--- config.mk ---
export PLATFORM = sky130hd
export DESIGN_NAME = picorv32_sram_ctrl_flat
export DESIGN_NICKNAME = d
export VERILOG_FILES = /design/src/rtl/picorv32_sram_pkg.sv /design/src/rtl/picorv32_sram_ctrl_if.sv /design/src/rtl/picorv32_sram_ctrl_addr_decode.sv /design/src/rtl/picorv32_sram_ctrl.sv /design/src/flat_wrapper.sv
export SDC_FILE = /design/constraint.sdc
export NUM_CORES = 1
export LEC_CHECK = 0
export BUFFER_PORTS_ARGS = -buffer_cell sky130_fd_sc_hd__buf_2
export CAP_MARGIN = 20
export CORE_ASPECT_RATIO = 0.7
export CORE_MARGIN = 2
export CORE_UTILIZATION = 50
export CTS_BUF_LIST = sky130_fd_sc_hd__clkbuf_4
export DETAILED_ROUTE_END_ITERATION = 8
export HOLD_SLACK_MARGIN = 0.02
export PLACE_DENSITY = 0.86
export SLEW_MARGIN = 20
export SYNTH_ARGS = -nofsm -noshare
export SYNTH_HDL_FRONTEND = slang
export SYNTH_SLANG_ARGS = --single-unit
--- constraint.sdc ---
create_clock -name clk -period 4.4 [get_ports clk]
set_input_delay 0.22 -clock clk [delete_from_list [all_inputs] [get_ports clk]]
set_output_delay 0.22 -clock clk [all_outputs]
set_load 0.05 [all_outputs]
--- src/rtl/picorv32_sram_pkg.sv ---
// Shared types and constants for the PicoRV32 SRAM controller.
package picorv32_sram_pkg;

    localparam int WSTRB_W = 4;
    localparam int DATA_W  = 32;

    localparam logic [DATA_W-1:0] DEF_ERR_RDATA = 32'hDEAD_BEEF;

    typedef enum logic [1:0] {
        IDLE,
        ACCESS,
        WAIT,
        RESP
    } state_e;

endpackage

--- src/rtl/picorv32_sram_ctrl_if.sv ---
// PicoRV32 native memory bus; the CPU is the master, the controller the slave.
interface picorv32_sram_ctrl_if;
    import picorv32_sram_pkg::*;

    logic               mem_valid;
    logic               mem_instr;
    logic [31:0]        mem_addr;
    logic [DATA_W-1:0]  mem_wdata;
    logic [WSTRB_W-1:0] mem_wstrb;
    logic               mem_ready;
    logic [DATA_W-1:0]  mem_rdata;

    modport master (
        output mem_valid, mem_instr, mem_addr, mem_wdata, mem_wstrb,
        input  mem_ready, mem_rdata
    );

    modport slave (
        input  mem_valid, mem_instr, mem_addr, mem_wdata, mem_wstrb,
        output mem_ready, mem_rdata
    );
endinterface

--- src/rtl/picorv32_sram_ctrl_addr_decode.sv ---
// Window decode: in-range flag and SRAM word address from a CPU byte address.
module sram_addr_decode #(
    parameter int          ADDR_WIDTH = 8,
    parameter logic [31:0] BASE_ADDR  = 32'h0000_0000
) (
    input  logic [31:0]           addr,
    output logic                  in_range,
    output logic [ADDR_WIDTH-1:0] word_addr
);
    logic unused_byte_off;

    assign in_range        = (addr[31:ADDR_WIDTH+2] == BASE_ADDR[31:ADDR_WIDTH+2]);
    assign word_addr       = addr[ADDR_WIDTH+1:2];
    assign unused_byte_off = ^addr[1:0];
endmodule

--- src/rtl/picorv32_sram_ctrl.sv ---
// PicoRV32 memory-side controller driving a single-port synchronous SRAM macro.
// Every output is a flop; the FSM serialises one access at a time.
module picorv32_sram_ctrl
    import picorv32_sram_pkg::*;
#(
    parameter int                ADDR_WIDTH   = 8,
    parameter logic [31:0]       BASE_ADDR    = 32'h0000_0000,
    parameter int                READ_LATENCY = 1,
    parameter logic [DATA_W-1:0] ERR_RDATA    = DEF_ERR_RDATA
) (
    input  logic                    clk,
    input  logic                    reset,
    picorv32_sram_ctrl_if.slave     bus,
    output logic                    sram_csb,
    output logic                    sram_web,
    output logic [WSTRB_W-1:0]      sram_wmask,
    output logic [ADDR_WIDTH-1:0]   sram_addr,
    output logic [DATA_W-1:0]       sram_din,
    input  logic [DATA_W-1:0]       sram_dout,
    input  logic                    err_clr,
    output logic                    bus_err
);
    state_e                state_q, state_d;
    logic [1:0]            lat_cnt_q, lat_cnt_d;
    logic                  sram_csb_q, sram_csb_d;
    logic                  sram_web_q, sram_web_d;
    logic [WSTRB_W-1:0]    sram_wmask_q, sram_wmask_d;
    logic [ADDR_WIDTH-1:0] sram_addr_q, sram_addr_d;
    logic [DATA_W-1:0]     sram_din_q, sram_din_d;
    logic                  mem_ready_q, mem_ready_d;
    logic [DATA_W-1:0]     mem_rdata_q, mem_rdata_d;
    logic                  bus_err_q, bus_err_d;

    logic                  in_range;
    logic [ADDR_WIDTH-1:0] word_addr;
    logic                  unused_instr;

    sram_addr_decode #(
        .ADDR_WIDTH (ADDR_WIDTH),
        .BASE_ADDR  (BASE_ADDR)
    ) u_dec (
        .addr      (bus.mem_addr),
        .in_range  (in_range),
        .word_addr (word_addr)
    );

    assign unused_instr = bus.mem_instr;

    always_ff @(posedge clk) begin
        if (reset) begin
            state_q      <= IDLE;
            lat_cnt_q    <= '0;
            sram_csb_q   <= 1'b1;
            sram_web_q   <= 1'b1;
            sram_wmask_q <= '0;
            sram_addr_q  <= '0;
            sram_din_q   <= '0;
            mem_ready_q  <= 1'b0;
            mem_rdata_q  <= '0;
            bus_err_q    <= 1'b0;
        end else begin
            state_q      <= state_d;
            lat_cnt_q    <= lat_cnt_d;
            sram_csb_q   <= sram_csb_d;
            sram_web_q   <= sram_web_d;
            sram_wmask_q <= sram_wmask_d;
            sram_addr_q  <= sram_addr_d;
            sram_din_q   <= sram_din_d;
            mem_ready_q  <= mem_ready_d;
            mem_rdata_q  <= mem_rdata_d;
            bus_err_q    <= bus_err_d;
        end
    end

    always_comb begin
        state_d = state_q;
        case (state_q)
            IDLE:    if (bus.mem_valid) state_d = in_range ? ACCESS : RESP;
            ACCESS:  state_d = sram_web_q ? WAIT : RESP;
            WAIT:    if (lat_cnt_q == 2'd0) state_d = RESP;
            RESP:    state_d = IDLE;
            default: state_d = IDLE;
        endcase
    end

    always_comb begin
        lat_cnt_d    = lat_cnt_q;
        sram_csb_d   = sram_csb_q;
        sram_web_d   = sram_web_q;
        sram_wmask_d = sram_wmask_q;
        sram_addr_d  = sram_addr_q;
        sram_din_d   = sram_din_q;
        mem_ready_d  = 1'b0;
        mem_rdata_d  = mem_rdata_q;
        // A new error in the same cycle as err_clr must leave the flag set.
        bus_err_d    = err_clr ? 1'b0 : bus_err_q;
        case (state_q)
            IDLE: begin
                if (bus.mem_valid && in_range) begin
                    sram_csb_d   = 1'b0;
                    sram_web_d   = (bus.mem_wstrb == '0);
                    sram_wmask_d = bus.mem_wstrb;
                    sram_addr_d  = word_addr;
                    sram_din_d   = bus.mem_wdata;
                end else if (bus.mem_valid) begin
                    mem_rdata_d  = ERR_RDATA;
                    mem_ready_d  = 1'b1;
                    bus_err_d    = 1'b1;
                end
            end
            ACCESS: begin
                sram_csb_d   = 1'b1;
                sram_web_d   = 1'b1;
                sram_wmask_d = '0;
                if (!sram_web_q) mem_ready_d = 1'b1;
                else             lat_cnt_d   = 2'(READ_LATENCY - 1);
            end
            WAIT: begin
                if (lat_cnt_q == 2'd0) begin
                    mem_rdata_d = sram_dout;
                    mem_ready_d = 1'b1;
                end else begin
                    lat_cnt_d   = lat_cnt_q - 2'd1;
                end
            end
            default: ;
        endcase
    end

    assign sram_csb      = sram_csb_q;
    assign sram_web      = sram_web_q;
    assign sram_wmask    = sram_wmask_q;
    assign sram_addr     = sram_addr_q;
    assign sram_din      = sram_din_q;
    assign bus.mem_ready = mem_ready_q;
    assign bus.mem_rdata = mem_rdata_q;
    assign bus_err       = bus_err_q;
endmodule

--- src/flat_wrapper.sv ---
// flat-port wrapper written by rule: the top's interface ports become plain ports
module picorv32_sram_ctrl_flat import picorv32_sram_pkg::*;
#(
    parameter int                ADDR_WIDTH   = 8,
    parameter logic [31:0]       BASE_ADDR    = 32'h0000_0000,
    parameter int                READ_LATENCY = 1,
    parameter logic [DATA_W-1:0] ERR_RDATA    = DEF_ERR_RDATA
)
  (clk, reset, sram_csb, sram_web, sram_wmask, sram_addr, sram_din, sram_dout, err_clr, bus_err, bus_mem_valid, bus_mem_instr, bus_mem_addr, bus_mem_wdata, bus_mem_wstrb, bus_mem_ready, bus_mem_rdata);
  picorv32_sram_ctrl_if bus_i ();
  input  logic clk;
  input  logic reset;
  output logic sram_csb;
  output logic sram_web;
  output logic [WSTRB_W-1:0] sram_wmask;
  output logic [ADDR_WIDTH-1:0] sram_addr;
  output logic [DATA_W-1:0] sram_din;
  input  logic [DATA_W-1:0] sram_dout;
  input  logic err_clr;
  output logic bus_err;
  input wire logic [$bits(bus_i.mem_valid)-1:0] bus_mem_valid;
  input wire logic [$bits(bus_i.mem_instr)-1:0] bus_mem_instr;
  input wire logic [$bits(bus_i.mem_addr)-1:0] bus_mem_addr;
  input wire logic [$bits(bus_i.mem_wdata)-1:0] bus_mem_wdata;
  input wire logic [$bits(bus_i.mem_wstrb)-1:0] bus_mem_wstrb;
  output wire logic [$bits(bus_i.mem_ready)-1:0] bus_mem_ready;
  output wire logic [$bits(bus_i.mem_rdata)-1:0] bus_mem_rdata;
  assign bus_i.mem_valid = bus_mem_valid;
  assign bus_i.mem_instr = bus_mem_instr;
  assign bus_i.mem_addr = bus_mem_addr;
  assign bus_i.mem_wdata = bus_mem_wdata;
  assign bus_i.mem_wstrb = bus_mem_wstrb;
  assign bus_mem_ready = bus_i.mem_ready;
  assign bus_mem_rdata = bus_i.mem_rdata;
  picorv32_sram_ctrl #(.ADDR_WIDTH(ADDR_WIDTH), .BASE_ADDR(BASE_ADDR), .READ_LATENCY(READ_LATENCY), .ERR_RDATA(ERR_RDATA)) u_core (.clk(clk), .reset(reset), .bus(bus_i), .sram_csb(sram_csb), .sram_web(sram_web), .sram_wmask(sram_wmask), .sram_addr(sram_addr), .sram_din(sram_din), .sram_dout(sram_dout), .err_clr(err_clr), .bus_err(bus_err));
endmodule
==> impl_metrics.tcl <==
set metrics [dict create \
    fin_crit_ns 3.118 \
    vias 3979 \
    fp-row-count 26 \
    hp-class "input pin to flop" \
    io_pins 185 \
    start_util_pct 51.71 \
    ant_nets 0 \
    grt_pass1_vias 3738 \
    cts_sinks 84 \
    finalSetupViolCount 0 \
    synth-seq-cells 84 \
    fillers 585 \
    layout.nets 716 \
    path_class "flop to flop" \
    numCtsBuffers 9 \
    grt_max_degree 53 \
    crit_arrival_ns 3.48 \
    cts_max_level 3 \
    worst_setup_path_start_kind "flop" \
    grt_first_pass_wirelength_um 17440 \
    clock_path_buffers 2 \
    diodes 0 \
    synth_top_area_cell "dfxtp_1" \
    routed_wl_um 11020 \
    final_layout_size_suffix_gt1_share_pct 33.88 \
    synth_cell_types 39 \
    vias_per_cell 5.636 \
    cts_tree "done" \
    drv_slew 0 \
    drt_iter0_drc 241 \
    antenna_found_initial 0 \
    critPathCaptureType "flop" \
    ir_worst_vdd_uv 501.4 \
    ys_warn_count 0 \
    clkLatencyLatePin_ns 0.44 \
    max_slew.worst_pin.slew_ns 0.9540 \
    required_ns 4.76 \
    final_cell_mix "181 x buf_2, 84 x dfxtp_1, 49 x nand3_1, 49 x a21oi_1, 35 x dlygate4sd3_1" \
    status "finished clean" \
    p_leak_nw 2.306 \
    first_pass_iters 6 \
    p_total_w 0.002559 \
    coreArea_um2 7320 \
    drc 0 \
    pwr-share-clk_pct 14.2 \
    setup-tns-final_ns 0 \
    root_buffer "clkbuf_4" \
    syn_area_um2 3785 \
    drv_cap 0 \
    dieArea_um2 8293 \
    grt_overflow_total 0 \
    power.density_nw_per_um2 506.1 \
    skew_ns 0.01523 \
    synthToLayoutAreaGrowth_pct 33.59 \
    p_comb_share_pct 47.5 \
    switching_share_pct 45.83 \
    io_buffers 181 \
    hold_violations 0 \
    post_cts_resized 0 \
    ys_seq_area_share_pct 44.43 \
    pwr-share-seq_pct 38.2 \
    synth.net_count 529 \
    power.internal_w 0.001386 \
    synth_cells 418 \
    synth_top_cells_by_area "dfxtp_1 44%, a21oi_1 6.5%, nand3_1 6.5%" \
    fmax_mhz 320.7 \
    syn_area_per_cell_um2 9.055 \
    switchingPower_w 0.001173 \
    gr-usage-all-layers_pct 26.02 \
    hpwl_um 6923 \
    netlist.area_leader.share_pct 44.43 \
    rsz0062_at_grt "no" \
    crit_fanout 32 \
    period_share_pct 70.86 \
    slew_headroom_pct 36.26 \
    avgRoutedWirePerCell_um 15.61 \
    final_common_cell "buf_2" \
    die_x_um 108.0 \
    fp.dieH_um 76.80 \
    gp_congestion 0.7843 \
    clk_pin_slew_ns 0.12 \
]
==> cells in the mapped netlist (all sizes together) <==
library cell	instances
nand2	13
clkinv	1
nor3b	1
ha	6
or3b	1
or3	1
inv	4
a211oi	1
nand3b	2
o221ai	1
nand3	49
a221oi	1
dfxtp	84
and4	2
a211o	24
a21oi	50
a221o	1
o211a	24
mux2i	8
nand2b	27
nor2	3
nand4b	3
o2111ai	1
o21ai	45
nor2b	3
o211ai	5
buf	23
nor4	7
nor3	1
clkbuf	23
nand4	3
==> worst max-delay path, stage by stage (launching register included) <==
cell     delay [ns]
dfxtp_1        0.38
inv_1          0.12
ha_1           0.43
nor2b_1        0.25
or3_1          0.71
a21oi_4        0.88
mux2i_1        0.26
==> state kept, by name (all words and copies together), names as in the netlist <==
register,cells
u_core.sram_wmask,4
u_core.sram_web,1
u_core.state_q,2
u_core.sram_addr,8
u_core.bus.mem_rdata,32
u_core.bus.mem_ready,1
u_core.sram_din,32
u_core.bus_err,1
u_core.sram_csb,1
u_core.lat_cnt_q,2
==> layer usage <==
metal,global-route usage (%),up-vias,wire length (µm)
li1,-,1905,-
met1,30.78,1857,4474
met2,43.14,179,5471
met3,7.058,38,649
met4,13.33,0,425
met5,0,-,0
==> repair_timing <==
item                       4_1_cts  5_1_grt
setup buffers                    0        0
setup endpoints to repair        0        0
hold buffers                    35        0
hold endpoints to repair        35        0
==> metrics by stage <==
stage	util, %	setup slack (ns)	hold WS (ns)	std cells	cell area [µm²]
finish	69.08	1.282	0.05138	706	5056
global route	69.08	1.014	0.02016	706	5056
CTS	69.08	1.249	0.02009	706	5056
detailed placement	62.94	1.278	0.4469	657	4607
global placement	62.94	1.390	0.4386	657	4607
floorplan	-	2.445	0.3719	418	3785
==> area by class of cell <==
class / count / area, µm² / share of cell area, %
Clock buffer: 11 / 82.58 / 1.633
Clock inverter: 3 / 16.27 / 0.3217
Inverter: 5 / 18.77 / 0.3712
Multi-Input combinational cell: 283 / 1833 / 36.25
Sequential cell: 84 / 1682 / 33.26
Tap cell: 98 / 122.6 / 2.425
Timing Repair Buffer: 222 / 1301 / 25.74
==> power groups by stage <==
stage	logic (W)	clock network [W]	registers, W
floorplan	0.000490	0	0.00145
global placement	0.00117	0	0.000990
detailed placement	0.00119	0	0.000994
CTS	0.00122	0.000382	0.000977
global route	0.00129	0.000408	0.000996
finish	0.00122	0.000364	0.000979
==> worst paths after layout <==
path,startpoint,endpoint,slack [ns],cells past startpoint
hold reg to reg,u_core.lat_cnt_q[0]$_SDFFE_PP0P_,u_core.lat_cnt_q[0]$_SDFFE_PP0P_,0.46,2
hold / removal,bus_mem_addr[3],u_core.sram_addr[1]$_SDFFE_PP0P_,0.05,3
setup reg to reg,u_core.state_q[0]$_SDFFE_PP0P_,u_core.bus.mem_rdata[14]$_SDFFE_PP0P_,1.28,6
setup / recovery,u_core.state_q[0]$_SDFFE_PP0P_,u_core.bus.mem_rdata[14]$_SDFFE_PP0P_,1.28,6
==> cells by family after synthesis <==
family                   count (synthesis)  synth area share, %
AO/OA/AOI/OAI                          153                26.91
AND/OR/NAND/NOR                        116                17.36
flip-flops                              84                44.43
buffers and inverters                   51                7.206
multiplexers                             8                2.116
adder cells (fa/ha/maj)                  6                1.983
No activity file was read; power rests on OpenSTA's default activity.
